`config.mk`:
```
export PLATFORM = sky130hd
export DESIGN_NAME = jtag_mem_master_flat
export DESIGN_NICKNAME = d
export VERILOG_FILES = /design/src/rtl/jtag_mem_pkg.sv /design/src/rtl/jtag_mem_master_if.sv /design/src/rtl/jtag_mem_master.sv /design/src/flat_wrapper.sv
export SDC_FILE = /design/constraint.sdc
export NUM_CORES = 1
export LEC_CHECK = 0
export BUFFER_PORTS_ARGS = -buffer_cell sky130_fd_sc_hd__buf_4
export CORE_MARGIN = 10
export CORE_UTILIZATION = 55
export DETAILED_ROUTE_END_ITERATION = 6
export PLACE_DENSITY_LB_ADDON = 0.2
export SLEW_MARGIN = 20
export SYNTH_ARGS = -nofsm -noshare
export SYNTH_HDL_FRONTEND = slang
export SYNTH_SLANG_ARGS = --single-unit
```
`constraint.sdc`:
```
create_clock -name clk_p -period 4 [get_ports clk_p]
set_input_delay 0.2 -clock clk_p [delete_from_list [all_inputs] [get_ports clk_p]]
set_output_delay 0.2 -clock clk_p [all_outputs]
set_load 0.005 [all_outputs]
```
`src/rtl/jtag_mem_pkg.sv`:
```
// Shared types and constants for the JTAG-driven memory master.
package jtag_mem_pkg;

    localparam int DEF_ADDR_W = 32;
    localparam int DEF_DATA_W = 32;
    localparam int MAX_DATA_W = 256;
    localparam int CNT_W      = 16;

    // Returned on a timed-out access; sliced down to the instance data width.
    localparam logic [MAX_DATA_W-1:0] ERR_DATA = '1;

    typedef enum logic [1:0] {
        IDLE = 2'd0,
        REQ  = 2'd1,
        WAIT = 2'd2,
        RESP = 2'd3
    } state_e;

endpackage

```
`src/rtl/jtag_mem_master_if.sv`:
```
// Command, response and memory-bus signals of the JTAG memory master.
interface jtag_mem_master_if
    import jtag_mem_pkg::*;
#(
    parameter int ADDR_W = DEF_ADDR_W,
    parameter int DATA_W = DEF_DATA_W
);

    logic              cmd_valid;
    logic              cmd_ready;
    logic              cmd_wr;
    logic              cmd_inc;
    logic [ADDR_W-1:0] cmd_addr;
    logic [DATA_W-1:0] cmd_wdata;

    logic              rsp_valid;
    logic              rsp_ready;
    logic [DATA_W-1:0] rsp_rdata;
    logic              rsp_err;

    logic              mem_req;
    logic              mem_we;
    logic [ADDR_W-1:0] mem_addr;
    logic [DATA_W-1:0] mem_wdata;
    logic              mem_gnt;
    logic              mem_rvalid;
    logic [DATA_W-1:0] mem_rdata;

    // View of the bus master itself.
    modport master (
        input  cmd_valid, cmd_wr, cmd_inc, cmd_addr, cmd_wdata,
        output cmd_ready,
        output rsp_valid, rsp_rdata, rsp_err,
        input  rsp_ready,
        output mem_req, mem_we, mem_addr, mem_wdata,
        input  mem_gnt, mem_rvalid, mem_rdata
    );

    // View of the surrounding command source, response sink and memory.
    modport slave (
        output cmd_valid, cmd_wr, cmd_inc, cmd_addr, cmd_wdata,
        input  cmd_ready,
        input  rsp_valid, rsp_rdata, rsp_err,
        output rsp_ready,
        input  mem_req, mem_we, mem_addr, mem_wdata,
        output mem_gnt, mem_rvalid, mem_rdata
    );

endinterface

```
`src/rtl/jtag_mem_master.sv`:
```
// One single-beat memory access per JTAG command, with an auto-increment pointer
// and a request/wait timeout that returns an error response.
module jtag_mem_master
    import jtag_mem_pkg::*;
#(
    parameter int ADDR_W    = DEF_ADDR_W,
    parameter int DATA_W    = DEF_DATA_W,
    parameter int ADDR_STEP = 4,
    parameter int TIMEOUT   = 255
) (
    input  logic               clk_p,
    input  logic               rst_top,
    jtag_mem_master_if.master  bus,
    output logic [ADDR_W-1:0]  cur_addr,
    output logic               busy
);

    state_e             state_q, state_d;
    logic [ADDR_W-1:0]  ptr_q, ptr_d;
    logic [CNT_W-1:0]   cnt_q, cnt_d;
    logic               cmd_ready_q, cmd_ready_d;
    logic               busy_q, busy_d;
    logic               mem_req_q, mem_req_d;
    logic               mem_we_q, mem_we_d;
    logic [ADDR_W-1:0]  mem_addr_q, mem_addr_d;
    logic [DATA_W-1:0]  mem_wdata_q, mem_wdata_d;
    logic               rsp_valid_q, rsp_valid_d;
    logic [DATA_W-1:0]  rsp_rdata_q, rsp_rdata_d;
    logic               rsp_err_q, rsp_err_d;
    logic               complete;
    logic               expired;

    always_ff @(posedge clk_p or negedge rst_top) begin
        if (!rst_top) begin
            state_q     <= IDLE;
            ptr_q       <= '0;
            cnt_q       <= '0;
            cmd_ready_q <= 1'b1;
            busy_q      <= 1'b0;
            mem_req_q   <= 1'b0;
            mem_we_q    <= 1'b0;
            mem_addr_q  <= '0;
            mem_wdata_q <= '0;
            rsp_valid_q <= 1'b0;
            rsp_rdata_q <= '0;
            rsp_err_q   <= 1'b0;
        end else begin
            state_q     <= state_d;
            ptr_q       <= ptr_d;
            cnt_q       <= cnt_d;
            cmd_ready_q <= cmd_ready_d;
            busy_q      <= busy_d;
            mem_req_q   <= mem_req_d;
            mem_we_q    <= mem_we_d;
            mem_addr_q  <= mem_addr_d;
            mem_wdata_q <= mem_wdata_d;
            rsp_valid_q <= rsp_valid_d;
            rsp_rdata_q <= rsp_rdata_d;
            rsp_err_q   <= rsp_err_d;
        end
    end

    always_comb begin
        state_d     = state_q;
        ptr_d       = ptr_q;
        cnt_d       = cnt_q;
        mem_req_d   = mem_req_q;
        mem_we_d    = mem_we_q;
        mem_addr_d  = mem_addr_q;
        mem_wdata_d = mem_wdata_q;
        rsp_valid_d = rsp_valid_q;
        rsp_rdata_d = rsp_rdata_q;
        rsp_err_d   = rsp_err_q;
        complete    = 1'b0;
        expired     = 1'b0;

        unique case (state_q)
            IDLE: begin
                if (bus.cmd_valid) begin
                    mem_addr_d  = bus.cmd_inc ? ptr_q : bus.cmd_addr;
                    if (!bus.cmd_inc) begin
                        ptr_d = bus.cmd_addr;
                    end
                    mem_we_d    = bus.cmd_wr;
                    mem_wdata_d = bus.cmd_wdata;
                    mem_req_d   = 1'b1;
                    cnt_d       = '0;
                    state_d     = REQ;
                end
            end
            REQ, WAIT: begin
                // A completion seen on the expiry cycle still wins over the timeout.
                complete = (state_q == REQ) ? (bus.mem_gnt && bus.mem_rvalid) : bus.mem_rvalid;
                expired  = (cnt_q == CNT_W'(TIMEOUT));
                cnt_d    = cnt_q + 1'b1;
                if (complete) begin
                    mem_req_d   = 1'b0;
                    rsp_valid_d = 1'b1;
                    rsp_err_d   = 1'b0;
                    rsp_rdata_d = mem_we_q ? mem_wdata_q : bus.mem_rdata;
                    ptr_d       = mem_addr_q + ADDR_W'(ADDR_STEP);
                    state_d     = RESP;
                end else if (expired) begin
                    mem_req_d   = 1'b0;
                    rsp_valid_d = 1'b1;
                    rsp_err_d   = 1'b1;
                    rsp_rdata_d = ERR_DATA[DATA_W-1:0];
                    state_d     = RESP;
                end else if (state_q == REQ && bus.mem_gnt) begin
                    mem_req_d = 1'b0;
                    state_d   = WAIT;
                end
            end
            RESP: begin
                if (bus.rsp_ready) begin
                    rsp_valid_d = 1'b0;
                    state_d     = IDLE;
                end
            end
            default: state_d = IDLE;
        endcase

        // Status flags are registered from the next state so they line up with it.
        cmd_ready_d = (state_d == IDLE);
        busy_d      = (state_d != IDLE);
    end

    assign bus.cmd_ready = cmd_ready_q;
    assign bus.rsp_valid = rsp_valid_q;
    assign bus.rsp_rdata = rsp_rdata_q;
    assign bus.rsp_err   = rsp_err_q;
    assign bus.mem_req   = mem_req_q;
    assign bus.mem_we    = mem_we_q;
    assign bus.mem_addr  = mem_addr_q;
    assign bus.mem_wdata = mem_wdata_q;
    assign cur_addr      = ptr_q;
    assign busy          = busy_q;

endmodule

```
`src/flat_wrapper.sv`:
```
// flat-port wrapper written by rule: the top's interface ports become plain ports
module jtag_mem_master_flat import jtag_mem_pkg::*;
#(
    parameter int ADDR_W    = DEF_ADDR_W,
    parameter int DATA_W    = DEF_DATA_W,
    parameter int ADDR_STEP = 4,
    parameter int TIMEOUT   = 255
)
  (clk_p, rst_top, cur_addr, busy, bus_cmd_valid, bus_cmd_wr, bus_cmd_inc, bus_cmd_addr, bus_cmd_wdata, bus_cmd_ready, bus_rsp_valid, bus_rsp_rdata, bus_rsp_err, bus_rsp_ready, bus_mem_req, bus_mem_we, bus_mem_addr, bus_mem_wdata, bus_mem_gnt, bus_mem_rvalid, bus_mem_rdata);
  jtag_mem_master_if #(.ADDR_W(ADDR_W), .DATA_W(DATA_W)) bus_i ();
  input  logic clk_p;
  input  logic rst_top;
  output logic [ADDR_W-1:0] cur_addr;
  output logic busy;
  input wire logic [$bits(bus_i.cmd_valid)-1:0] bus_cmd_valid;
  input wire logic [$bits(bus_i.cmd_wr)-1:0] bus_cmd_wr;
  input wire logic [$bits(bus_i.cmd_inc)-1:0] bus_cmd_inc;
  input wire logic [$bits(bus_i.cmd_addr)-1:0] bus_cmd_addr;
  input wire logic [$bits(bus_i.cmd_wdata)-1:0] bus_cmd_wdata;
  output wire logic [$bits(bus_i.cmd_ready)-1:0] bus_cmd_ready;
  output wire logic [$bits(bus_i.rsp_valid)-1:0] bus_rsp_valid;
  output wire logic [$bits(bus_i.rsp_rdata)-1:0] bus_rsp_rdata;
  output wire logic [$bits(bus_i.rsp_err)-1:0] bus_rsp_err;
  input wire logic [$bits(bus_i.rsp_ready)-1:0] bus_rsp_ready;
  output wire logic [$bits(bus_i.mem_req)-1:0] bus_mem_req;
  output wire logic [$bits(bus_i.mem_we)-1:0] bus_mem_we;
  output wire logic [$bits(bus_i.mem_addr)-1:0] bus_mem_addr;
  output wire logic [$bits(bus_i.mem_wdata)-1:0] bus_mem_wdata;
  input wire logic [$bits(bus_i.mem_gnt)-1:0] bus_mem_gnt;
  input wire logic [$bits(bus_i.mem_rvalid)-1:0] bus_mem_rvalid;
  input wire logic [$bits(bus_i.mem_rdata)-1:0] bus_mem_rdata;
  assign bus_i.cmd_valid = bus_cmd_valid;
  assign bus_i.cmd_wr = bus_cmd_wr;
  assign bus_i.cmd_inc = bus_cmd_inc;
  assign bus_i.cmd_addr = bus_cmd_addr;
  assign bus_i.cmd_wdata = bus_cmd_wdata;
  assign bus_cmd_ready = bus_i.cmd_ready;
  assign bus_rsp_valid = bus_i.rsp_valid;
  assign bus_rsp_rdata = bus_i.rsp_rdata;
  assign bus_rsp_err = bus_i.rsp_err;
  assign bus_i.rsp_ready = bus_rsp_ready;
  assign bus_mem_req = bus_i.mem_req;
  assign bus_mem_we = bus_i.mem_we;
  assign bus_mem_addr = bus_i.mem_addr;
  assign bus_mem_wdata = bus_i.mem_wdata;
  assign bus_i.mem_gnt = bus_mem_gnt;
  assign bus_i.mem_rvalid = bus_mem_rvalid;
  assign bus_i.mem_rdata = bus_mem_rdata;
  jtag_mem_master #(.ADDR_W(ADDR_W), .DATA_W(DATA_W), .ADDR_STEP(ADDR_STEP), .TIMEOUT(TIMEOUT)) u_core (.clk_p(clk_p), .rst_top(rst_top), .bus(bus_i), .cur_addr(cur_addr), .busy(busy));
endmodule
```
After elaboration in Yosys (flattened, before gate mapping):

Cells that the tools add are included.

* $add $sub $neg: 2
* mux-type cells: 26
* eq/ne operators: 9
* reduce and logical (&&, ||, !) cells: 15

Operators with widths (number)
* 2-to-1 mux 32 bit: 6
* one-hot mux 32 bit (2 select lines): 1
* adder 32 x 3 -> 32 bit (second input constant): 1
* one-hot mux 16 bit (2 select lines): 1
* adder 16 x 1 -> 16 bit (second input constant): 1
* == test 16 x 8 -> 1 bit (second input constant): 1
* 2-to-1 mux 16 bit: 1
* 2-to-1 mux 2 bit: 5
* 2-to-1 mux 1 bit: 9
* AND reduction 3 bit: 3
* nonzero test 2 bit: 4
* one-hot mux 2 bit (3 select lines): 1
* AND reduction 2 bit: 3
* == test 2 bit (second input constant): 2
* zero test 2 bit: 2
* != test 2 bit (second input constant): 2
* != test 4 x 1 -> 1 bit (second input constant): 1
* one-hot mux 1 bit (2 select lines): 2
* != test 3 x 1 -> 1 bit (second input constant): 1
* == test 2 x 1 -> 1 bit (second input constant): 1
* logical AND 1 bit: 2
* != test 2 x 1 -> 1 bit (second input constant): 1
* OR reduction 2 bit: 1

* flip-flop bits (word level): 152
* output and inout port bits: 134
* word-level logic and storage cells: 64
* input port bits: 104

Depth between registers and ports, before layout:

* depth in word-level cells: 7
* depth in mapped cells: 8
* depth with buffers taken out: 7

Worst setup path before layout:

OpenSTA, ideal clock, no wires.

* path kind: register to register
* start point: register u_core.cnt_q[8]
* end point: register u_core.rsp_rdata_q[10] (netlist: u_core.bus.rsp_rdata[10])
* arrival: 1995 ps
* setup slack: 1932 ps
* stages on the path, launching flop included: 7
* buffers on the path: 1
* cells stage by stage: dfrtp_1 > or4_1 > or4_4 > and2_4 > nor2_8 > buf_12 > a2bb2oi_2

* word-level cells in the longest chain between the ends: 3

RTL lines
* from (decl): RTL line jtag_mem_master.sv:20 `logic [CNT_W-1:0] cnt_q, cnt_d;`
* from (signal assigned): RTL line jtag_mem_master.sv:50 `cnt_q <= cnt_d;`
* == test 16 x 8 -> 1 bit: RTL line jtag_mem_master.sv:94 `expired = (cnt_q == CNT_W'(TIMEOUT));`
* nonzero test 2 bit (no line)
* AND reduction 2 bit (no line)
* to (signal assigned): RTL line jtag_mem_master.sv:58 `rsp_rdata_q <= rsp_rdata_d;`
* to (decl): RTL line jtag_mem_master.sv:28 `logic [DATA_W-1:0] rsp_rdata_q, rsp_rdata_d;`

Every way passes these cells.
A chain may end at the register's enable or synchronous reset.

Worst setup path in the final report:

* start point: register u_core.state_q[1]
* end point: register u_core.ptr_q[8] (netlist: u_core.cur_addr[8])

* word-level cells in the longest chain between the ends: 4
* elaborated cells between the ends (all ways): 10

RTL lines
* from (decl): RTL line jtag_mem_master.sv:18 `state_e state_q, state_d;`
* from (signal assigned): RTL line jtag_mem_master.sv:48 `state_q <= state_d;`
* == test 2 bit / == test 2 x 1 -> 1 bit (equally long branches): RTL line jtag_mem_master.sv:77, jtag_mem_master.sv:93
* OR reduction 2 bit / 2-to-1 mux 1 bit (equally long branches): RTL line jtag_mem_master.sv:77, jtag_mem_master.sv:93
* != test 2 x 1 -> 1 bit (no line) / nonzero test 2 bit (equally long branches)
* AND reduction 3 bit (no line)
* to (signal assigned): RTL line jtag_mem_master.sv:49 `ptr_q <= ptr_d;`
* to (decl): RTL line jtag_mem_master.sv:19 `logic [ADDR_W-1:0] ptr_q, ptr_d;`

Parallel ways exist; a longest one is shown, timed or not.

==> results.py <==
metrics = {
    "outcome": {
        "status": "complete, no violations",
    },
    "cells_and_area": {
        "nets": 1044,
        "multi_input_area_um2": 3660,
        "layout_commonest_cell": "buf_4",
        "antenna_cells": 0,
        "utilization_pct": 73.7,
        "final_cell_mix": "buf_4, dfrtp_1, nand2_1, mux2i_1, o21ai_0",
        "layout-drive-gt1-share_pct": 36.5,
        "fillers": 956,
        "seq_area_um2": 3810,
        "syn_to_final_growth_pct": 32.1,
    },
    "critical_path": {
        "crit_required_ns": 4.30,
        "worst_setup_path_start_kind": "flip-flop",
        "endpoint_kind": "flip-flop",
        "critPathKind": "reg2reg",
        "r2r_cells": 7,
        "arrival_ns": 3.07,
        "max_stage_delay_ns": 0.82,
        "crit_path_cell_trace": "inv_1 > ha_1 > inv_1 > o21ai_1 > a211o_1 > o22ai_1 > a221o_1",
        "crit_cells": 7,
        "crit_path_top_delay_cell": "a211o_1",
        "crit_family": "compound AO/OA/AOI/OAI gates",
        "path_buf_inv": 2,
        "cp_max_fo": 24,
        "crit_top_cell": "inv_1",
    },
    "clock_network": {
        "clock_path_buffers": 2,
        "cts_tree": "done",
        "cts_root_buffer": "clkbuf_16",
        "ctsResizeCount": 0,
        "clk_latency_ns": 0.42,
        "htreeDepth": 4,
        "cts_made_buffers": 17,
        "path_clk_slew_ns": 0.06,
        "cts_sinks": 152,
    },
    "synthesis": {
        "yosysWarnings": 0,
        "async_flop_share_pct": 100,
        "synth-edff-count": 0,
        "synth_top_area_cell": "dfrtp_1",
        "synth_nets": 812,
        "synth_flop_cell": "dfrtp_1",
        "ys_seq_area_share_pct": 49.3,
        "synth-seq-cells": 152,
        "ys_types": 51,
        "syn_avg_cell_area_um2": 11.0,
        "netlist_area_um2": 7720,
        "syn_inst": 702,
        "synth_area_leaders": "dfrtp_1, mux2i_1, a2bb2oi_2",
        "netlist.area_leader.share_pct": 49.0,
    },
    "global_routing": {
        "grt-ovfl-total": 0,
        "grt_pass1_vias": 6652,
        "grt_pass1_wl_um": 36500,
        "antenna_found_initial": 0,
        "grt_use_total_pct": 23.2,
        "grt_max_degree": 80,
    },
    "die": {
        "die_w_um": 138,
        "rows": 43,
        "coreArea_um2": 13800,
        "start_util_pct": 55.8,
        "die_h_um": 138,
        "die-area_um2": 19200,
        "io_pins": 238,
    },
    "placed_design": {
        "port_buffers": 237,
        "dpl.hpwl_um": 16500,
        "gp_congestion": 0.858,
    },
    "routing": {
        "drcViolationCount": 0,
        "vias": 6555,
        "dr.pass1.iters": 5,
        "routedWlPerCell_um": 20.4,
        "wl_um": 22900,
        "ant_nets": 0,
        "vias_per_cell": 5.84,
        "drt-initial-drc-count": 608,
    },
    "power": {
        "vdd_drop_max_uv": 448,
        "leakagePower_nw": 4.75,
        "powerDensity_nw_per_um2": 833,
    },
    "sta": {
        "layout_min_cycle_time_ns": 2.76,
        "skew_ns": 0.00801,
        "setup_tns_ns": 0,
        "layout_worst_path_cycle_share_pct": 69.1,
        "report.final.slew_viol_count": 0,
        "hold_viol": 0,
        "setup-violations-final": 0,
        "fmax_mhz": 362,
        "rsz0062_at_grt": "no",
        "worst_pin_slew_ns": 1.13,
        "relSlewSlack_pct": 24.8,
    },
    "min_path": {
        "hold-path-cell-count": 2,
        "hold_class": "in2reg",
    },
    "run": {
        "drv_cap": 0,
    },
}
flip-flops by register name (all words and copies together), names as in the netlist, 2 cells and up:
| register | cells |
|---|---|
| u_core.bus.rsp_rdata | 32 |
| u_core.bus.mem_addr | 32 |
| u_core.cur_addr | 32 |
| u_core.state_q | 2 |
| u_core.cnt_q | 16 |
| u_core.bus.mem_wdata | 32 |
synthesized netlist by cell type, types with 8 or more instances:
cell / n
a21oi_1: 25
a22o_1: 15
a22oi_1: 26
a2bb2oi_2: 30
and3_1: 8
clkbuf_1: 33
dfrtp_1: 151
inv_1: 18
mux2_2: 33
mux2i_1: 58
nand2_1: 59
nand3_1: 27
nand4_1: 12
nor2_1: 28
nor2b_1: 8
nor3_1: 11
o21ai_0: 56
o22ai_1: 8
xnor2_1: 9
xor2_1: 29
report_power, final:
group	leakage [nW]	switching (mW)	internal, mW	total, mW
Clock	0.238	0.588	0.789	1.38
Combinational	2.69	1.96	2.10	4.06
Sequential	1.82	0.802	2.25	3.05
Total	4.75	3.35	5.14	8.49
what timing repair did:
item	CTS	global route
setup buffers	0	0
hold buffers	9	1
endpoints found under the hold margin	79	1
per-layer routing:
metal	wire [um]	part of all wire [%]	global-route usage (%)	vias to the layer above
met2	11300	49	38.0	294
li1	-	-	-	3024
met3	2080	9.1	7.36	31
met5	0	0	0	-
met1	8980	39	28.4	3206
met4	488	2.1	7.49	0
through the flow:
step | cells | cell area (um^2) | hold WS [ns] | worst slack [ns] | power [mW]
2_1_floorplan | 702 | 7720 | -0.0956 | 1.93 | 5.27
3_3_place_gp | 1085 | 9600 | 0.256 | 1.46 | 6.93
3_5_place_dp | 1085 | 9600 | 0.267 | 1.32 | 7.13
4_1_cts | 1122 | 10200 | 0.000604 | 1.29 | 8.53
5_1_grt | 1123 | 10200 | 0.00389 | 1.07 | 9.05
6_report | 1123 | 10200 | 0.0121 | 1.24 | 8.49
cells by family after synthesis:
logic type	share of synthesized area, %
and+or+nand+nor	11.1
muxes	12.3
buffers and inverters	3.55
AOI/OAI and AO/OA	18.4
adders and majority gates	0.973
xor gates and xnor gates	4.31
DFF	49.3
worst reg2reg max path, stage by stage, from the launching register on:
cell	delay, ns
dfrtp_1	0.42
inv_1	0.14
ha_1	0.19
inv_1	0.05
o21ai_1	0.59
a211o_1	0.82
o22ai_1	0.15
a221o_1	0.30
final timing paths:
| kind | start | endpoint | slack, ns |
|---|---|---|---|
| max | u_core.state_q[1] | u_core.cur_addr[8] | 1.24 |
| min | bus_cmd_wdata[30] | u_core.bus.mem_wdata[30] | 0.01 |
| max reg2reg | u_core.state_q[1] | u_core.cur_addr[8] | 1.24 |
| min reg2reg | u_core.bus.rsp_rdata[15] | u_core.bus.rsp_rdata[15] | 0.53 |
| max in group asynchronous | rst_top | u_core.cur_addr[31] | 2.59 |
| min in group asynchronous | rst_top | u_core.bus.mem_wdata[2] | 0.36 |
layout make-up:
class / count / share of cell area [%]
inverter: 18 / 0.663
timing repair buffer: 255 / 19.1
tap: 180 / 2.21
sequential: 152 / 37.4
clock buffer: 23 / 4.49
multi-input combinational: 490 / 35.9
clock inverter: 5 / 0.270
No activity file was read; power rests on OpenSTA's default activity.
